### src/rtl/uart_cmd_link.sv
// Full-duplex 8N1 UART command link: assembles CMD_BYTES received bytes into a command word and serialises a RESP_BYTES response.
// Optional trailing XOR checksum byte on receive is enabled by defining UART_CMD_CHECKSUM_EN.
module uart_cmd_link #(
  parameter int CMD_BYTES    = 3,
  parameter int RESP_BYTES   = 1,
  parameter int BAUD_DIV     = 2604,
  parameter int TIMEOUT_BITS = 20
) (
  input  logic                    clk,
  input  logic                    rst,
  input  logic                    RX,
  output logic                    TX,
  input  logic                    clr_cmd_rdy,
  output logic [8*CMD_BYTES-1:0]  cmd,
  output logic                    cmd_rdy,
  output logic                    cmd_ovr,
  output logic                    cmd_err,
  input  logic [8*RESP_BYTES-1:0] resp_data,
  input  logic                    send_resp,
  output logic                    resp_busy,
  output logic                    resp_done
);

  localparam int CMD_W    = 8 * CMD_BYTES;
  localparam int RESP_W   = 8 * RESP_BYTES;
`ifdef UART_CMD_CHECKSUM_EN
  localparam int FRAME_BYTES = CMD_BYTES + 1;
`else
  localparam int FRAME_BYTES = CMD_BYTES;
`endif
  localparam int HALF     = BAUD_DIV / 2;
  localparam int TO_LIMIT = TIMEOUT_BITS * BAUD_DIV;
  localparam int BW       = $clog2(BAUD_DIV + 1);
  localparam int TW       = $clog2(TO_LIMIT + 1);
  localparam int CW       = $clog2(FRAME_BYTES + 1);
  localparam int IW       = $clog2(RESP_BYTES + 1);

  typedef enum logic [1:0] {S_IDLE, S_START, S_DATA, S_STOP} uart_state_e;

  // ---------------- receive side ----------------
  logic              rx_meta, rx_sync, rx_prev, rx_fall;
  uart_state_e       rx_state, rx_next;
  logic [BW-1:0]     rx_baud;
  logic [2:0]        rx_bit;
  logic [7:0]        rx_shift;
  logic [CW-1:0]     byte_cnt;
  logic [CMD_W-1:0]  hold;
  logic [TW-1:0]     idle_cnt;
  logic              complete;
  logic              rx_half_end, rx_bit_end, stop_sample, stop_ok, stop_bad;
  logic              accept_data, finish, rx_err, partial, timeout;

  // Preset to 1 so reset release never looks like a start edge.
  always_ff @(posedge clk or posedge rst) begin
    if (rst) begin
      rx_meta <= 1'b1;
      rx_sync <= 1'b1;
      rx_prev <= 1'b1;
    end else begin
      // NOTE: non-blocking assignments make each flop sample the previous stage's old value.
      rx_meta <= RX;
      rx_sync <= rx_meta;
      rx_prev <= rx_sync;
    end
  end

  assign rx_fall     = rx_prev & ~rx_sync;
  assign rx_half_end = (rx_baud == BW'(HALF - 1));
  assign rx_bit_end  = (rx_baud == BW'(BAUD_DIV - 1));
  assign stop_sample = (rx_state == S_STOP) && rx_bit_end;
  assign stop_ok     = stop_sample & rx_sync;
  assign stop_bad    = stop_sample & ~rx_sync;
  assign accept_data = stop_ok && (byte_cnt < CW'(CMD_BYTES));

`ifdef UART_CMD_CHECKSUM_EN
  logic [7:0] hold_xor;
  logic       chk_byte, chk_match;

  always_comb begin
    hold_xor = '0;
    for (int i = 0; i < CMD_BYTES; i++) hold_xor ^= hold[8*i +: 8];
  end

  assign chk_byte  = stop_ok && (byte_cnt == CW'(CMD_BYTES));
  assign chk_match = (rx_shift == hold_xor);
  assign finish    = chk_byte & chk_match;
  assign rx_err    = stop_bad | (chk_byte & ~chk_match);
`else
  assign finish    = accept_data && (byte_cnt == CW'(CMD_BYTES - 1));
  assign rx_err    = stop_bad;
`endif

  assign partial = (byte_cnt != '0) && (byte_cnt < CW'(FRAME_BYTES));
  assign timeout = (rx_state == S_IDLE) && partial && (idle_cnt == TW'(TO_LIMIT - 1));

  always_ff @(posedge clk or posedge rst) begin
    if (rst) rx_state <= S_IDLE;
    else     rx_state <= rx_next;
  end

  always_comb begin
    // NOTE: default first so every path assigns rx_next and no latch is inferred.
    rx_next = rx_state;
    case (rx_state)
      S_IDLE:  if (rx_fall) rx_next = S_START;
      S_START: if (rx_half_end) rx_next = rx_sync ? S_IDLE : S_DATA;
      S_DATA:  if (rx_bit_end && rx_bit == 3'd7) rx_next = S_STOP;
      S_STOP:  if (rx_bit_end) rx_next = S_IDLE;
      default: rx_next = S_IDLE;
    endcase
  end

  // NOTE: the holding register is a handful of flops, so it is reset like everything else.
  always_ff @(posedge clk or posedge rst) begin
    if (rst) begin
      rx_baud  <= '0;
      rx_bit   <= '0;
      rx_shift <= '0;
      byte_cnt <= '0;
      hold     <= '0;
      idle_cnt <= '0;
      complete <= 1'b0;
      cmd      <= '0;
      cmd_rdy  <= 1'b0;
      cmd_ovr  <= 1'b0;
      cmd_err  <= 1'b0;
    end else begin
      if (rx_state == S_IDLE || (rx_state == S_START ? rx_half_end : rx_bit_end))
        rx_baud <= '0;
      else
        rx_baud <= rx_baud + BW'(1);

      if (rx_state == S_START)
        rx_bit <= '0;
      else if (rx_state == S_DATA && rx_bit_end)
        rx_bit <= rx_bit + 3'd1;

      if (rx_state == S_DATA && rx_bit_end)
        rx_shift <= {rx_sync, rx_shift[7:1]};

      if (accept_data)
        hold <= (hold << 8) | CMD_W'(rx_shift);

      if (complete || rx_err || timeout)
        byte_cnt <= '0;
      else if (accept_data)
        byte_cnt <= byte_cnt + CW'(1);

      if (rx_state != S_IDLE || !partial || rx_fall || timeout)
        idle_cnt <= '0;
      else
        idle_cnt <= idle_cnt + TW'(1);

      complete <= finish;
      cmd_err  <= rx_err;

      // A completion outranks a simultaneous clear; overrun only counts an unacknowledged command.
      if (complete) begin
        cmd     <= hold;
        cmd_rdy <= 1'b1;
        cmd_ovr <= clr_cmd_rdy ? 1'b0 : (cmd_ovr | cmd_rdy);
      end else if (clr_cmd_rdy) begin
        cmd_rdy <= 1'b0;
        cmd_ovr <= 1'b0;
      end
    end
  end

  // ---------------- transmit side ----------------
  uart_state_e       tx_state, tx_next;
  logic [BW-1:0]     tx_baud;
  logic [2:0]        tx_bit;
  logic [IW-1:0]     tx_idx;
  logic [7:0]        byte_sh;
  logic [RESP_W-1:0] resp_sh;
  logic              tx_bit_end, tx_last;

  assign tx_bit_end = (tx_baud == BW'(BAUD_DIV - 1));
  assign tx_last    = (tx_idx == IW'(RESP_BYTES - 1));

  always_ff @(posedge clk or posedge rst) begin
    if (rst) tx_state <= S_IDLE;
    else     tx_state <= tx_next;
  end

  always_comb begin
    tx_next = tx_state;
    case (tx_state)
      S_IDLE:  if (send_resp) tx_next = S_START;
      S_START: if (tx_bit_end) tx_next = S_DATA;
      S_DATA:  if (tx_bit_end && tx_bit == 3'd7) tx_next = S_STOP;
      S_STOP:  if (tx_bit_end) tx_next = tx_last ? S_IDLE : S_START;
      default: tx_next = S_IDLE;
    endcase
  end

  always_ff @(posedge clk or posedge rst) begin
    if (rst) begin
      tx_baud   <= '0;
      tx_bit    <= '0;
      tx_idx    <= '0;
      byte_sh   <= '0;
      resp_sh   <= '0;
      TX        <= 1'b1;
      resp_busy <= 1'b0;
      resp_done <= 1'b0;
    end else begin
      resp_done <= 1'b0;
      if (tx_state == S_IDLE || tx_bit_end) tx_baud <= '0;
      else                                  tx_baud <= tx_baud + BW'(1);

      case (tx_state)
        S_IDLE: if (send_resp) begin
          byte_sh   <= resp_data[RESP_W-1 -: 8];
          resp_sh   <= resp_data << 8;
          tx_idx    <= '0;
          TX        <= 1'b0;
          resp_busy <= 1'b1;
        end
        S_START: if (tx_bit_end) begin
          TX      <= byte_sh[0];
          byte_sh <= byte_sh >> 1;
          tx_bit  <= '0;
        end
        S_DATA: if (tx_bit_end) begin
          if (tx_bit == 3'd7) begin
            TX <= 1'b1;
          end else begin
            TX      <= byte_sh[0];
            byte_sh <= byte_sh >> 1;
            tx_bit  <= tx_bit + 3'd1;
          end
        end
        S_STOP: if (tx_bit_end) begin
          if (tx_last) begin
            resp_busy <= 1'b0;
            resp_done <= 1'b1;
          end else begin
            TX      <= 1'b0;
            byte_sh <= resp_sh[RESP_W-1 -: 8];
            resp_sh <= resp_sh << 8;
            tx_idx  <= tx_idx + IW'(1);
          end
        end
        default: ;
      endcase
    end
  end

endmodule

### config.mk
export PLATFORM = sky130hd
export DESIGN_NAME = uart_cmd_link
export DESIGN_NICKNAME = d
export VERILOG_FILES = /design/src/rtl/uart_cmd_link.sv
export SDC_FILE = /design/constraint.sdc
export NUM_CORES = 1
export LEC_CHECK = 0
export BUFFER_PORTS_ARGS = -buffer_cell sky130_fd_sc_hd__buf_4
export CORE_ASPECT_RATIO = 2
export CORE_UTILIZATION = 32
export DETAILED_ROUTE_END_ITERATION = 8
export GPL_TIMING_DRIVEN = 0
export PLACE_DENSITY = 0.51
export SLEW_MARGIN = 30
export SYNTH_ARGS = -nofsm -noshare
export SYNTH_HDL_FRONTEND = slang
export SYNTH_SLANG_ARGS = --single-unit
### constraint.sdc
create_clock -name clk -period 4.5 [get_ports clk]
set_input_delay 0.225 -clock clk [delete_from_list [all_inputs] [get_ports clk]]
set_output_delay 0.225 -clock clk [all_outputs]
set_load 0.1 [all_outputs]
Word level (Yosys, flattened, before mapping)
Index checks and enable logic that the tools add are counted.
{"block": "op_classes", "n_mux": 56, "n_eq_ne": 25, "bitwise_logic": 6, "reduce_logical": 34, "order_cmp": 1, "add_sub_neg": 7}
{"op": "$mux W8", "count": 9}
{"op": "$pmux W8 S4", "count": 1}
{"op": "$add A12 B1 Y12 const B", "count": 2}
{"op": "$eq A12 B12 Y1 const B", "count": 2}
{"op": "$mux W12", "count": 2}
{"op": "$ne A2 B2 Y1 const B", "count": 12}
{"op": "$or A24 B8 Y24", "count": 1}
{"op": "$mux W2", "count": 11}
{"op": "$mux W1", "count": 20}
{"op": "$reduce_and A4 Y1", "count": 5}
{"op": "$add A16 B1 Y16 const B", "count": 1}
{"op": "$eq A16 B16 Y1 const B", "count": 1}
{"op": "$mux W16", "count": 1}
{"op": "$pmux W2 S4", "count": 2}
{"op": "$pmux W8 S2", "count": 1}
{"op": "$mux W3", "count": 5}
{"op": "$reduce_bool A2 Y1", "count": 7}
{"op": "$eq A12 B11 Y1 const B", "count": 1}
{"op": "$eq A2 B2 Y1 const B", "count": 5}
{"op": "$logic_and A1 B1 Y1", "count": 9}
{"op": "$logic_or A1 B1 Y1", "count": 7}
{"op": "$add A3 B1 Y3 const B", "count": 2}
{"op": "$eq A3 B3 Y1 const B", "count": 2}
{"op": "$pmux W3 S2", "count": 1}
{"op": "14 further kinds", "count": 19}
{"block": "totals", "input_bits": 13, "reg_bits": 135}

Logic depth before layout (Yosys ltp)
{"block": "logic_depth", "depth_word": 7, "depth_mapped": 7, "ltp_nobuf": 6}

Least setup slack after synthesis
No wires, ideal clock.
{"block": "synth_timing", "kind": "register to register", "from": "register rx_baud[2]", "to": "register rx_shift[0]", "setup_time_ps": 125, "synth_period_minus_slack_ps": 2206, "path_buffers": 3, "setup_slack_ps": 2294, "arrival_time_ps": 2081, "required_time_ps": 4375, "path_stages_with_launch": 7, "cell_sequence": "dfrtp_1 buf_6 or4b_4 or4_1 buf_2 buf_6 mux2_4"}
{"block": "synth_via", "elab_chain_cells": 2}
{"element": "from (decl)", "line_no": "43", "text": "logic [BW-1:0] rx_baud;"}
{"element": "from (signal assigned)", "line_no": "131", "text": "rx_baud <= rx_baud + BW'(1);"}
{"element": "$eq A12 B12 Y1", "line_no": "69", "text": "assign rx_bit_end = (rx_baud == BW'(BAUD_DIV - 1));"}
{"element": "$logic_and A1 B1 Y1", "line_no": "138", "text": "if (rx_state == S_DATA && rx_bit_end)"}
{"element": "to (signal assigned)", "line_no": "139", "text": "rx_shift <= {rx_sync, rx_shift[7:1]};"}
{"element": "to (decl)", "line_no": "45", "text": "logic [7:0] rx_shift;"}
Every way passes these cells.
A chain may end at the register's enable or synchronous reset.

Worst setup path after layout
{"block": "layout_timing", "from": "register rx_baud[2]", "to": "register hold[10]"}
{"block": "layout_via", "elab_chain_cells": 4}
{"element": "$eq A12 B12 Y1", "line_no": "69"}
{"element": "$logic_and A1 B1 Y1", "line_no": "70", "text": "assign stop_sample = (rx_state == S_STOP) && rx_bit_end;"}
{"element": "$and A1 B1 Y1", "line_no": "71", "text": "assign stop_ok = stop_sample & rx_sync;"}
{"element": "$logic_and A1 B1 Y1", "line_no": "73", "text": "assign accept_data = stop_ok && (byte_cnt < CW'(CMD_BYTES));"}
{"element": "to (signal assigned)", "line_no": "142", "text": "hold <= (hold << 8) | CMD_W'(rx_shift);"}
{"element": "to (decl)", "line_no": "47", "text": "logic [CMD_W-1:0] hold;"}
Every way passes these cells.

==> out/metrics.cfg <==
[floorplan]
die_height_um=190
ios=43
rows=68
start_util=0.326
die_w_um=95.8
core_area_mm2=0.0173
dieArea_mm2=0.0182

[cells_and_area]
layout-area-overhead-vs-synth_pct=21.7
num-nets-final=562
drive_gt1_frac=0.285
final_common_cell=dfrtp_1
final_cell_mix=122 x dfrtp_1, 61 x mux2_2, 51 x nor2_1
fin_util=0.397
n_antenna_cell=0
stdcell_count=757

[worst_setup_path]
rr_startpoint=rx_baud[2]
path_class=register to register
path_cells=buf_6, or4b_4, nor4_4, buf_2, mux2_2
path_depth=5
crit_start=rx_baud[2]
r2r_cells=5
required_ps=4790
cp-endpoint=hold[10]
critical-path-top-delay-family=simple AND/OR/NAND/NOR gates
critPathSlowestCell=nor4_4
critPathLaunchType=register
endpoint_kind=register
path_buf_inv=2
rrSetupSlack_ps=1990
slowest_delay_ps=570
crit_fanout=10
crit_arrival_ps=2810
worstReg2RegEnd=hold[10]

[synth]
synth_top_area_share=0.542
ys_types=44
synth-seq-area-share=0.561
ys.flop_type=dfrtp_1
syn_area_per_cell_um2=12.0
netlist_top_cells_area=dfrtp_1 54%, mux2_2 12%, xnor2_1 4.5%
syn_area_mm2=0.00563
async_flop_share=1.00
synth_cells=469
ys_warn_count=0
ys_ff_latch=126
synth_edf_count=0
syn_nets=497
synth_area_leader_cell=dfrtp_1

[clock_tree]
cts_buffer_depth=2
root_buffer=clkbuf_16
clkTransAtPathRegs_ps=60
htree_levels=4
post_cts_resize_count=0
cts.sinks=126
clkLatencyLatePin_ps=420
cts_buffers=17
tritoncts=yes

[route]
dr.first_iter.drc_count=120
final_antenna_net_count=0
vias_per_cell=4.87
post_drt_wl_per_cell_um=15.3
num_vias=3689
first_pass_iters=5
routed_wirelength_mm=11.5
drc=0

[timing]
worst_slack_ps=1990
fmax_ghz=0.398
finClkSkew_ps=13.0
period_share=0.559
finalCriticalPeriod_ps=2510
relSlewSlack=0.419
worst_slew_pin_slew_ps=867
hold-worst-slack_ps=80.8
setup_viol=0
maxSlewViolCount=0
finalSetupTns_ps=0
hold_viol_final=0
rsz0062_at_grt=false

[placement]
dp_cells=722
gp_congestion=0.801
port_buffers=42
dp.final_hpwl_mm=8.34
dp_slack_ps=1930

[global_routing]
grt_max_degree=90
antenna_found_initial=0
grt.overflow.total=0
grt_pass1_vias=3969
grt_pass1_wl_mm=19.1
track_usage=0.140

[hold_path]
min_path_type=primary input to register

[power]
ir_drop_v=0.000173
leakagePower_nw=3.17
cellPowerDensity_mw_per_mm2=394

[flow_run]
cap_violations=0

[status]
outcome=finished, final reports clean

cell usage after synthesis (all sizes together) (2+ instances only):
library cell,instances
a21oi,5
a22o,10
a22oi,3
buf,8
clkbuf,8
dfrtp,122
dfstp,4
ha,15
inv,24
mux2,65
mux2i,3
nand2,15
nand2b,3
nand3,20
nand4,9
nor2,51
nor2b,4
nor3,19
nor4,8
nor4b,3
nor4bb,3
o21ai,10
o31ai,3
or2,2
or3,5
or4b,3
xnor2,29
xor2,5
routing by layer:
layer,global-route usage,vias up,wire length (um),share of wire
met1,0.135,1849,4280,0.37
li1,-,1758,-,-
met3,0.0348,21,287,0.025
met5,0,-,0,0
met2,0.264,61,6730,0.58
met4,0.0723,0,248,0.021
kinds of logic after synthesis:
logic type / Yosys count / share of synthesized area
AND/OR/NAND/NOR: 149 / 0.138
flip-flops: 126 / 0.561
multiplexers: 68 / 0.138
buffers and inverters: 40 / 0.0309
AO/OA/AOI/OAI: 37 / 0.0460
XOR/XNOR: 34 / 0.0529
adder cells (fa/ha/maj): 15 / 0.0333
state kept, by name, summed over array words and instances (netlist names), 2 cells and up, named ones only:
signal,count
rx_baud,12
tx_state,2
byte_sh,8
hold,24
tx_bit,3
idle_cnt,16
rx_shift,8
byte_cnt,2
rx_bit,3
tx_baud,12
cmd,24
tightest hold or removal path, delay by kind of cell:
kind / cells / cell delay, ps
buf+inv: 1 / 110
mux: 1 / 60
simple gates: 1 / 60
what timing repair did:
action                    4_1_cts  5_1_grt
hold buffers                    3        0
buffers inserted                0        0
hold endpoints to repair       37        0
cell type report:
cell class / count / area (um2)
Clock inverter: 11 / 119
Multi-Input combinational cell: 303 / 2300
Clock buffer: 21 / 460
Inverter: 24 / 97.6
Buffer: 16 / 83.8
Sequential cell: 126 / 3160
Timing Repair Buffer: 46 / 373
Tap cell: 210 / 263
Fill cell: 1665 / 10400
power by group:
group | switching [mW] | total (mW) | internal, mW
Clock | 0.503 | 1.34 | 0.840
Combinational | 0.0904 | 0.155 | 0.0645
Sequential | 0.0358 | 1.20 | 1.17
stage by stage:
step / area [um2] / total power [mW]
floorplan: 5630 / 1.33
global placement: 6210 / 1.37
detailed placement: 6240 / 1.38
CTS: 6850 / 2.74
global route: 6850 / 2.81
finish: 6850 / 2.70
worst min path at each step:
stage                             to  slack (ps)  cells after the start    startpoint
after floorplan              rx_meta         230                      0            RX
after global placement       rx_meta         340                      1            RX
after detailed placement     cmd_ovr         220                      2           rst
after CTS                 byte_sh[7]          60                      3  resp_data[7]
after global routing      byte_sh[7]          80                      3  resp_data[7]
final                     byte_sh[7]          80                      3  resp_data[7]
(Power assumes the default switching activity.)
